<file path="config.mk">
export PLATFORM = sky130hd
export DESIGN_NAME = cache_mem_arbiter_flat
export DESIGN_NICKNAME = d
export VERILOG_FILES = /design/src/rtl/cache_mem_arbiter_if.sv /design/src/rtl/cache_mem_arbiter.sv /design/src/flat_wrapper.sv
export SDC_FILE = /design/constraint.sdc
export NUM_CORES = 1
export LEC_CHECK = 0
export CAP_MARGIN = 10
export CORE_MARGIN = 2
export CORE_UTILIZATION = 32
export CTS_CLUSTER_SIZE = 12
export DETAILED_ROUTE_END_ITERATION = 6
export GPL_TIMING_DRIVEN = 0
export HOLD_SLACK_MARGIN = 0.02
export PLACE_DENSITY_LB_ADDON = 0.1
export SYNTH_ARGS = -nofsm -noshare
export SYNTH_HDL_FRONTEND = slang
export SYNTH_SLANG_ARGS = --single-unit
</file>
<file path="constraint.sdc">
create_clock -name CLK -period 2.51 [get_ports CLK]
set_clock_uncertainty 0.2 [all_clocks]
set_input_delay 0.6275 -clock CLK [delete_from_list [all_inputs] [get_ports CLK]]
set_output_delay 0.6275 -clock CLK [all_outputs]
set_load 0.005 [all_outputs]
</file>
<file path="src/rtl/cache_mem_arbiter_if.sv">
// Cache-to-memory request bus plus the single-ported RAM bus it is served on.
// The arbiter takes the slave modport; caches and RAM model take the master side.
interface cache_mem_arbiter_if #(
  parameter int ADDR_W = 32,
  parameter int DATA_W = 32
);
  logic              iREN;
  logic [ADDR_W-1:0] iaddr;
  logic              dREN;
  logic              dWEN;
  logic [ADDR_W-1:0] daddr;
  logic [DATA_W-1:0] dstore;
  logic              iwait;
  logic              dwait;
  logic [DATA_W-1:0] iload;
  logic [DATA_W-1:0] dload;
  logic              ramREN;
  logic              ramWEN;
  logic [ADDR_W-1:0] ramaddr;
  logic [DATA_W-1:0] ramstore;
  logic [DATA_W-1:0] ramload;
  logic [1:0]        ramstate;
  logic              err;

  modport slave (
    input  iREN, iaddr, dREN, dWEN, daddr, dstore, ramload, ramstate,
    output iwait, dwait, iload, dload, ramREN, ramWEN, ramaddr, ramstore, err
  );

  modport master (
    output iREN, iaddr, dREN, dWEN, daddr, dstore, ramload, ramstate,
    input  iwait, dwait, iload, dload, ramREN, ramWEN, ramaddr, ramstore, err
  );
endinterface

</file>
<file path="src/rtl/cache_mem_arbiter.sv">
// Arbitrates icache fetches and dcache reads/writes onto one RAM port, with a
// data-streak limit so a busy dcache cannot starve instruction fetch.
module cache_mem_arbiter #(
  parameter int ADDR_W      = 32,
  parameter int DATA_W      = 32,
  parameter int MAX_DSTREAK = 4,
  parameter int TIMEOUT     = 64
) (
  input logic               CLK,
  input logic               nRST,
  cache_mem_arbiter_if.slave bus
);
  localparam int SW = $clog2(MAX_DSTREAK + 1);
  localparam int TW = (TIMEOUT > 1) ? $clog2(TIMEOUT) : 1;

  localparam logic [1:0] RAM_ACCESS = 2'd2;
  localparam logic [1:0] RAM_ERROR  = 2'd3;

  typedef enum logic [1:0] {IDLE, DSERV, ISERV} state_t;

  state_t            state;
  logic [SW-1:0]     streak;
  logic [TW-1:0]     tmo;
  logic              err_q;
  logic [DATA_W-1:0] iload_q, dload_q;
  logic [DATA_W-1:0] iload_n, dload_n;

  logic d_req, d_live, i_live, live, rs_access, rs_error, done, fail;

  // "live" means the granted request is still asserted; a dropped request
  // aborts silently and never counts as a completion.
  assign d_req     = bus.dREN | bus.dWEN;
  assign d_live    = (state == DSERV) && d_req;
  assign i_live    = (state == ISERV) && bus.iREN;
  assign live      = d_live | i_live;
  assign rs_access = (bus.ramstate == RAM_ACCESS);
  assign rs_error  = (bus.ramstate == RAM_ERROR);
  assign done      = live && (rs_access || rs_error || (tmo == TW'(TIMEOUT - 1)));
  assign fail      = done && !rs_access;

  // NOTE: every output gets a default before the conditionals, so no path leaves
  // a signal unassigned and no latch is inferred.
  always_comb begin
    bus.ramREN   = i_live | (d_live & ~bus.dWEN);
    bus.ramWEN   = d_live & bus.dWEN;
    bus.ramaddr  = {ADDR_W{1'b0}};
    bus.ramstore = {DATA_W{1'b0}};
    if (d_live) begin
      bus.ramaddr = bus.daddr;
      if (bus.dWEN) bus.ramstore = bus.dstore;
    end else if (i_live) begin
      bus.ramaddr = bus.iaddr;
    end

    bus.iwait = !(i_live && done);
    bus.dwait = !(d_live && done);

    // Load data is presented in the completion cycle and held until the next one.
    iload_n = iload_q;
    dload_n = dload_q;
    if (i_live && done) iload_n = fail ? {DATA_W{1'b0}} : bus.ramload;
    if (d_live && done) begin
      if (fail)           dload_n = {DATA_W{1'b0}};
      else if (!bus.dWEN) dload_n = bus.ramload;
    end
  end

  assign bus.iload = iload_n;
  assign bus.dload = dload_n;
  assign bus.err   = err_q;

  // NOTE: sequential state uses non-blocking assignments only, so every register
  // samples the pre-edge values and the block order does not matter.
  always_ff @(posedge CLK) begin
    if (!nRST) begin
      // NOTE: the held load words are plain registers, not a RAM array, so they
      // reset to zero like the rest of the state.
      state   <= IDLE;
      streak  <= '0;
      tmo     <= '0;
      err_q   <= 1'b0;
      iload_q <= '0;
      dload_q <= '0;
    end else begin
      iload_q <= iload_n;
      dload_q <= dload_n;
      if (fail || (d_live && bus.dREN && bus.dWEN)) err_q <= 1'b1;

      case (state)
        IDLE: begin
          tmo <= '0;
          if (d_req && !(bus.iREN && (streak == SW'(MAX_DSTREAK)))) begin
            state  <= DSERV;
            streak <= bus.iREN ? streak + 1'b1 : '0;
          end else if (bus.iREN) begin
            state  <= ISERV;
            streak <= '0;
          end else begin
            streak <= '0;
          end
        end
        default: begin
          tmo <= tmo + 1'b1;
          if (!live || done) state <= IDLE;
        end
      endcase
    end
  end
endmodule

</file>
<file path="src/flat_wrapper.sv">
// flat-port wrapper written by rule: the top's interface ports become plain ports
module cache_mem_arbiter_flat 
#(
  parameter int ADDR_W      = 32,
  parameter int DATA_W      = 32,
  parameter int MAX_DSTREAK = 4,
  parameter int TIMEOUT     = 64
)
  (CLK, nRST, bus_iREN, bus_iaddr, bus_dREN, bus_dWEN, bus_daddr, bus_dstore, bus_ramload, bus_ramstate, bus_iwait, bus_dwait, bus_iload, bus_dload, bus_ramREN, bus_ramWEN, bus_ramaddr, bus_ramstore, bus_err);
  cache_mem_arbiter_if #(.ADDR_W(ADDR_W), .DATA_W(DATA_W)) bus_i ();
  input logic CLK;
  input logic nRST;
  input wire logic [$bits(bus_i.iREN)-1:0] bus_iREN;
  input wire logic [$bits(bus_i.iaddr)-1:0] bus_iaddr;
  input wire logic [$bits(bus_i.dREN)-1:0] bus_dREN;
  input wire logic [$bits(bus_i.dWEN)-1:0] bus_dWEN;
  input wire logic [$bits(bus_i.daddr)-1:0] bus_daddr;
  input wire logic [$bits(bus_i.dstore)-1:0] bus_dstore;
  input wire logic [$bits(bus_i.ramload)-1:0] bus_ramload;
  input wire logic [$bits(bus_i.ramstate)-1:0] bus_ramstate;
  output wire logic [$bits(bus_i.iwait)-1:0] bus_iwait;
  output wire logic [$bits(bus_i.dwait)-1:0] bus_dwait;
  output wire logic [$bits(bus_i.iload)-1:0] bus_iload;
  output wire logic [$bits(bus_i.dload)-1:0] bus_dload;
  output wire logic [$bits(bus_i.ramREN)-1:0] bus_ramREN;
  output wire logic [$bits(bus_i.ramWEN)-1:0] bus_ramWEN;
  output wire logic [$bits(bus_i.ramaddr)-1:0] bus_ramaddr;
  output wire logic [$bits(bus_i.ramstore)-1:0] bus_ramstore;
  output wire logic [$bits(bus_i.err)-1:0] bus_err;
  assign bus_i.iREN = bus_iREN;
  assign bus_i.iaddr = bus_iaddr;
  assign bus_i.dREN = bus_dREN;
  assign bus_i.dWEN = bus_dWEN;
  assign bus_i.daddr = bus_daddr;
  assign bus_i.dstore = bus_dstore;
  assign bus_i.ramload = bus_ramload;
  assign bus_i.ramstate = bus_ramstate;
  assign bus_iwait = bus_i.iwait;
  assign bus_dwait = bus_i.dwait;
  assign bus_iload = bus_i.iload;
  assign bus_dload = bus_i.dload;
  assign bus_ramREN = bus_i.ramREN;
  assign bus_ramWEN = bus_i.ramWEN;
  assign bus_ramaddr = bus_i.ramaddr;
  assign bus_ramstore = bus_i.ramstore;
  assign bus_err = bus_i.err;
  cache_mem_arbiter #(.ADDR_W(ADDR_W), .DATA_W(DATA_W), .MAX_DSTREAK(MAX_DSTREAK), .TIMEOUT(TIMEOUT)) u_core (.CLK(CLK), .nRST(nRST), .bus(bus_i));
endmodule
</file>
==> flow_summary.json <==
{
  "syn_nets": 576,
  "gp_congestion": 0.801,
  "ir_worst_vdd_mv": 0.403,
  "swShare_pct": 27.1,
  "clkPwrFrac_pct": 38.2,
  "drtIter0Drc": 335,
  "grt-ovfl-total": 0,
  "yosysSeqAreaShare_pct": 39.6,
  "insertion_delay_ns": 0.33,
  "p_total_mw": 3.50,
  "finalSetupViolCount": 96,
  "final.setup.tns_ns": -23.02,
  "io_pins": 268,
  "drt-wirelength-per-cell_um": 20.5,
  "dr.pass1.iters": 4,
  "yosysMostFrequentCell": "a22o_1",
  "min_to": "u_core.streak[1]",
  "slew_headroom_pct": 63.9,
  "area_delta_synth_final_pct": 129,
  "period_share_pct": 117,
  "wirelength_mm": 19.8,
  "whs_ns": 0.272,
  "grt_pass1_wl_mm": 26.5,
  "ys_async_sr_fraction_pct": 0,
  "fp.dieW_um": 114,
  "worst_pin_slew_ns": 0.541,
  "max_freq_ghz": 0.340,
  "violations": "negative setup slack",
  "min_period_ns": 2.94,
  "start_kind": "input port",
  "grt_usage_pct": 25.8,
  "synth_edf_count": 0,
  "cts_max_path_buffers": 2,
  "setup_ws_ns": -0.428,
  "yosysUniqueCellTypes": 36,
  "start_util_pct": 32.4,
  "drc_errors": 0,
  "power_leakage_nw": 3.72,
  "pwr-share-comb_pct": 26.4,
  "synth.cell_area_mm2": 0.00385,
  "place.detailed.hpwl_mm": 11.5,
  "die-area_mm2": 0.0129,
  "p_int_mw": 2.55,
  "htree_num_levels": 3,
  "netSwitchingPower_mw": 0.949,
  "yosys-top-cells-count": "a22o_1, dfxtp_1, a21oi_1",
  "antenna-diode-count": 0,
  "fp-row-count": 40,
  "ant_nets": 0,
  "hold_path_class": "reg2reg",
  "postCtsHoldBufs": 0,
  "root_buffer": "clkbuf_16",
  "yosysWarnings": 0,
  "vias": 5289,
  "post-place-ws_ns": -1.57,
  "cts_buffers": 9,
  "synth.avg_cell_area_um2": 8.78,
  "critPathMaxFanout": 10,
  "r2r_slack_ns": -0.04,
  "cts.clk_slew.worst_paths_ns": 0.06,
  "power_frac_seq_pct": 35.5,
  "status": "finished with violations",
  "grt_pass1_vias": 5068,
  "timing.rr.start": "u_core.tmo[1]",
  "die-height_um": 114,
  "r2r_end": "u_core.dload_q[27]",
  "hold_start": "u_core.streak[1]",
  "r2r_cells": 15,
  "drive_gt1_share_pct": 49.6,
  "synth_top_area_share_pct": 39.6,
  "crit_path_end_kind": "output pin",
  "hold_viol": 0,
  "core-area_mm2": 0.0119,
  "grt_max_degree": 14,
  "cp.required_ns": 1.68,
  "worstSetupPathType": "in2out",
  "synth-seq-cells": 76,
  "synth_flop_cell": "dfxtp_1",
  "drv_slew": 0,
  "ys_top_cells_by_area": "dfxtp_1, a22o_1, a21oi_1",
  "p_per_area_mw_per_mm2": 399,
  "cts_tree": "built",
  "grt_antenna_before_repair": 0,
  "yosys.area.top_type": "dfxtp_1",
  "via_per_inst": 5.46,
  "hold_depth": 2,
  "max_cap_violations": 0,
  "rsz0062_at_grt": "yes",
  "clock_sinks": 76,
  "portBuffers": 267,
  "netlist_instances": 438,
  "nets": 955,
  "worstPathArrival_ns": 2.11
}
-- timing repair --
action | 4_1_cts | 5_1_grt
buffers inserted | 73 | 27
cloned | 10 | 4
endpoints found under the setup margin | 162 | 147
pin swaps | 72 | 78
endpoints found under the hold margin | 0 | 0
resized for setup | 694 | 157
-- placed cells by master, fill, tap and decap left out, drive strengths merged, types with 4 or more instances in the layout --
master	instances
buf	220
clkdlybuf4s50	130
a22o	96
dfxtp	76
a21oi	69
clkbuf	63
nand3	35
and2	34
o21ai	32
nor2	7
dlygate4sd2	6
nand2	6
clkdlybuf4s15	5
inv	4
and3	4
-- worst max path at each step --
stage / to / cells past startpoint / startpoint
6_report: bus_dload[17] / 9 / bus_dWEN
5_1_grt: bus_dload[17] / 9 / bus_dWEN
4_1_cts: bus_iload[6] / 8 / u_core.tmo[0]
3_5_place_dp: bus_dload[1] / 7 / bus_dWEN
3_3_place_gp: bus_dload[1] / 7 / bus_dWEN
2_1_floorplan: bus_dload[1] / 5 / bus_dWEN
-- sequential cells by signal, summed over array words and instances (netlist names) --
| signal | cells |
|---|---|
| u_core.state | 2 |
| u_core.bus.err | 1 |
| u_core.tmo | 6 |
| u_core.streak | 3 |
| u_core.iload_q | 32 |
| u_core.dload_q | 32 |
-- final cells by class --
cell class | count | area (µm²)
inverter | 4 | 15.0
tap | 147 | 184
fill | 802 | 3070
clock buffer | 10 | 239
timing repair buffer | 372 | 3260
clock inverter | 5 | 62.6
sequential | 76 | 1530
buffer | 42 | 604
multi-input combinational | 312 | 2900
-- layer usage --
| metal | share of wire (%) | vias up | GRT usage, % |
|---|---|---|---|
| met4 | 3.6 | 0 | 9.19 |
| li1 | - | 2422 | - |
| met5 | 0 | - | 0 |
| met1 | 37 | 2552 | 28.9 |
| met3 | 6.3 | 57 | 4.68 |
| met2 | 53 | 258 | 48.7 |
-- stage by stage --
step / cells / cell area (µm²) / util, %
2_1_floorplan: 438 / 3850 / -
3_3_place_gp: 852 / 6710 / 56.5
3_5_place_dp: 852 / 6710 / 56.5
4_1_cts: 948 / 8310 / 70.0
5_1_grt: 968 / 8790 / 74.1
6_report: 968 / 8790 / 74.1
-- worst max-delay path, stage by stage --
cell      delay, ns
buf_8          0.08
nor2_4         0.04
buf_4          0.13
nor4b_4        0.29
buf_6          0.20
clkbuf_8       0.24
nand3_1        0.16
a21oi_2        0.19
buf_2          0.14
-- power by group through the flow --
stage	Clock (mW)	Sequential [mW]	Combinational, mW
CTS	1.32	1.24	0.819
global route	1.39	1.24	0.967
detailed placement	0	1.26	0.655
global placement	0	1.26	0.647
floorplan	0	1.26	0.208
finish	1.34	1.24	0.924
-- cells by family after synthesis --
logic type	Yosys count	share of synthesized area [%]
compound gates	205	36.6
fa+ha+maj	3	0.976
simple gates	98	15.0
buf+inv	51	6.64
mux	1	0.260
xor+xnor	4	0.911
flops	76	39.6
No activity file was read; power rests on OpenSTA's default activity.
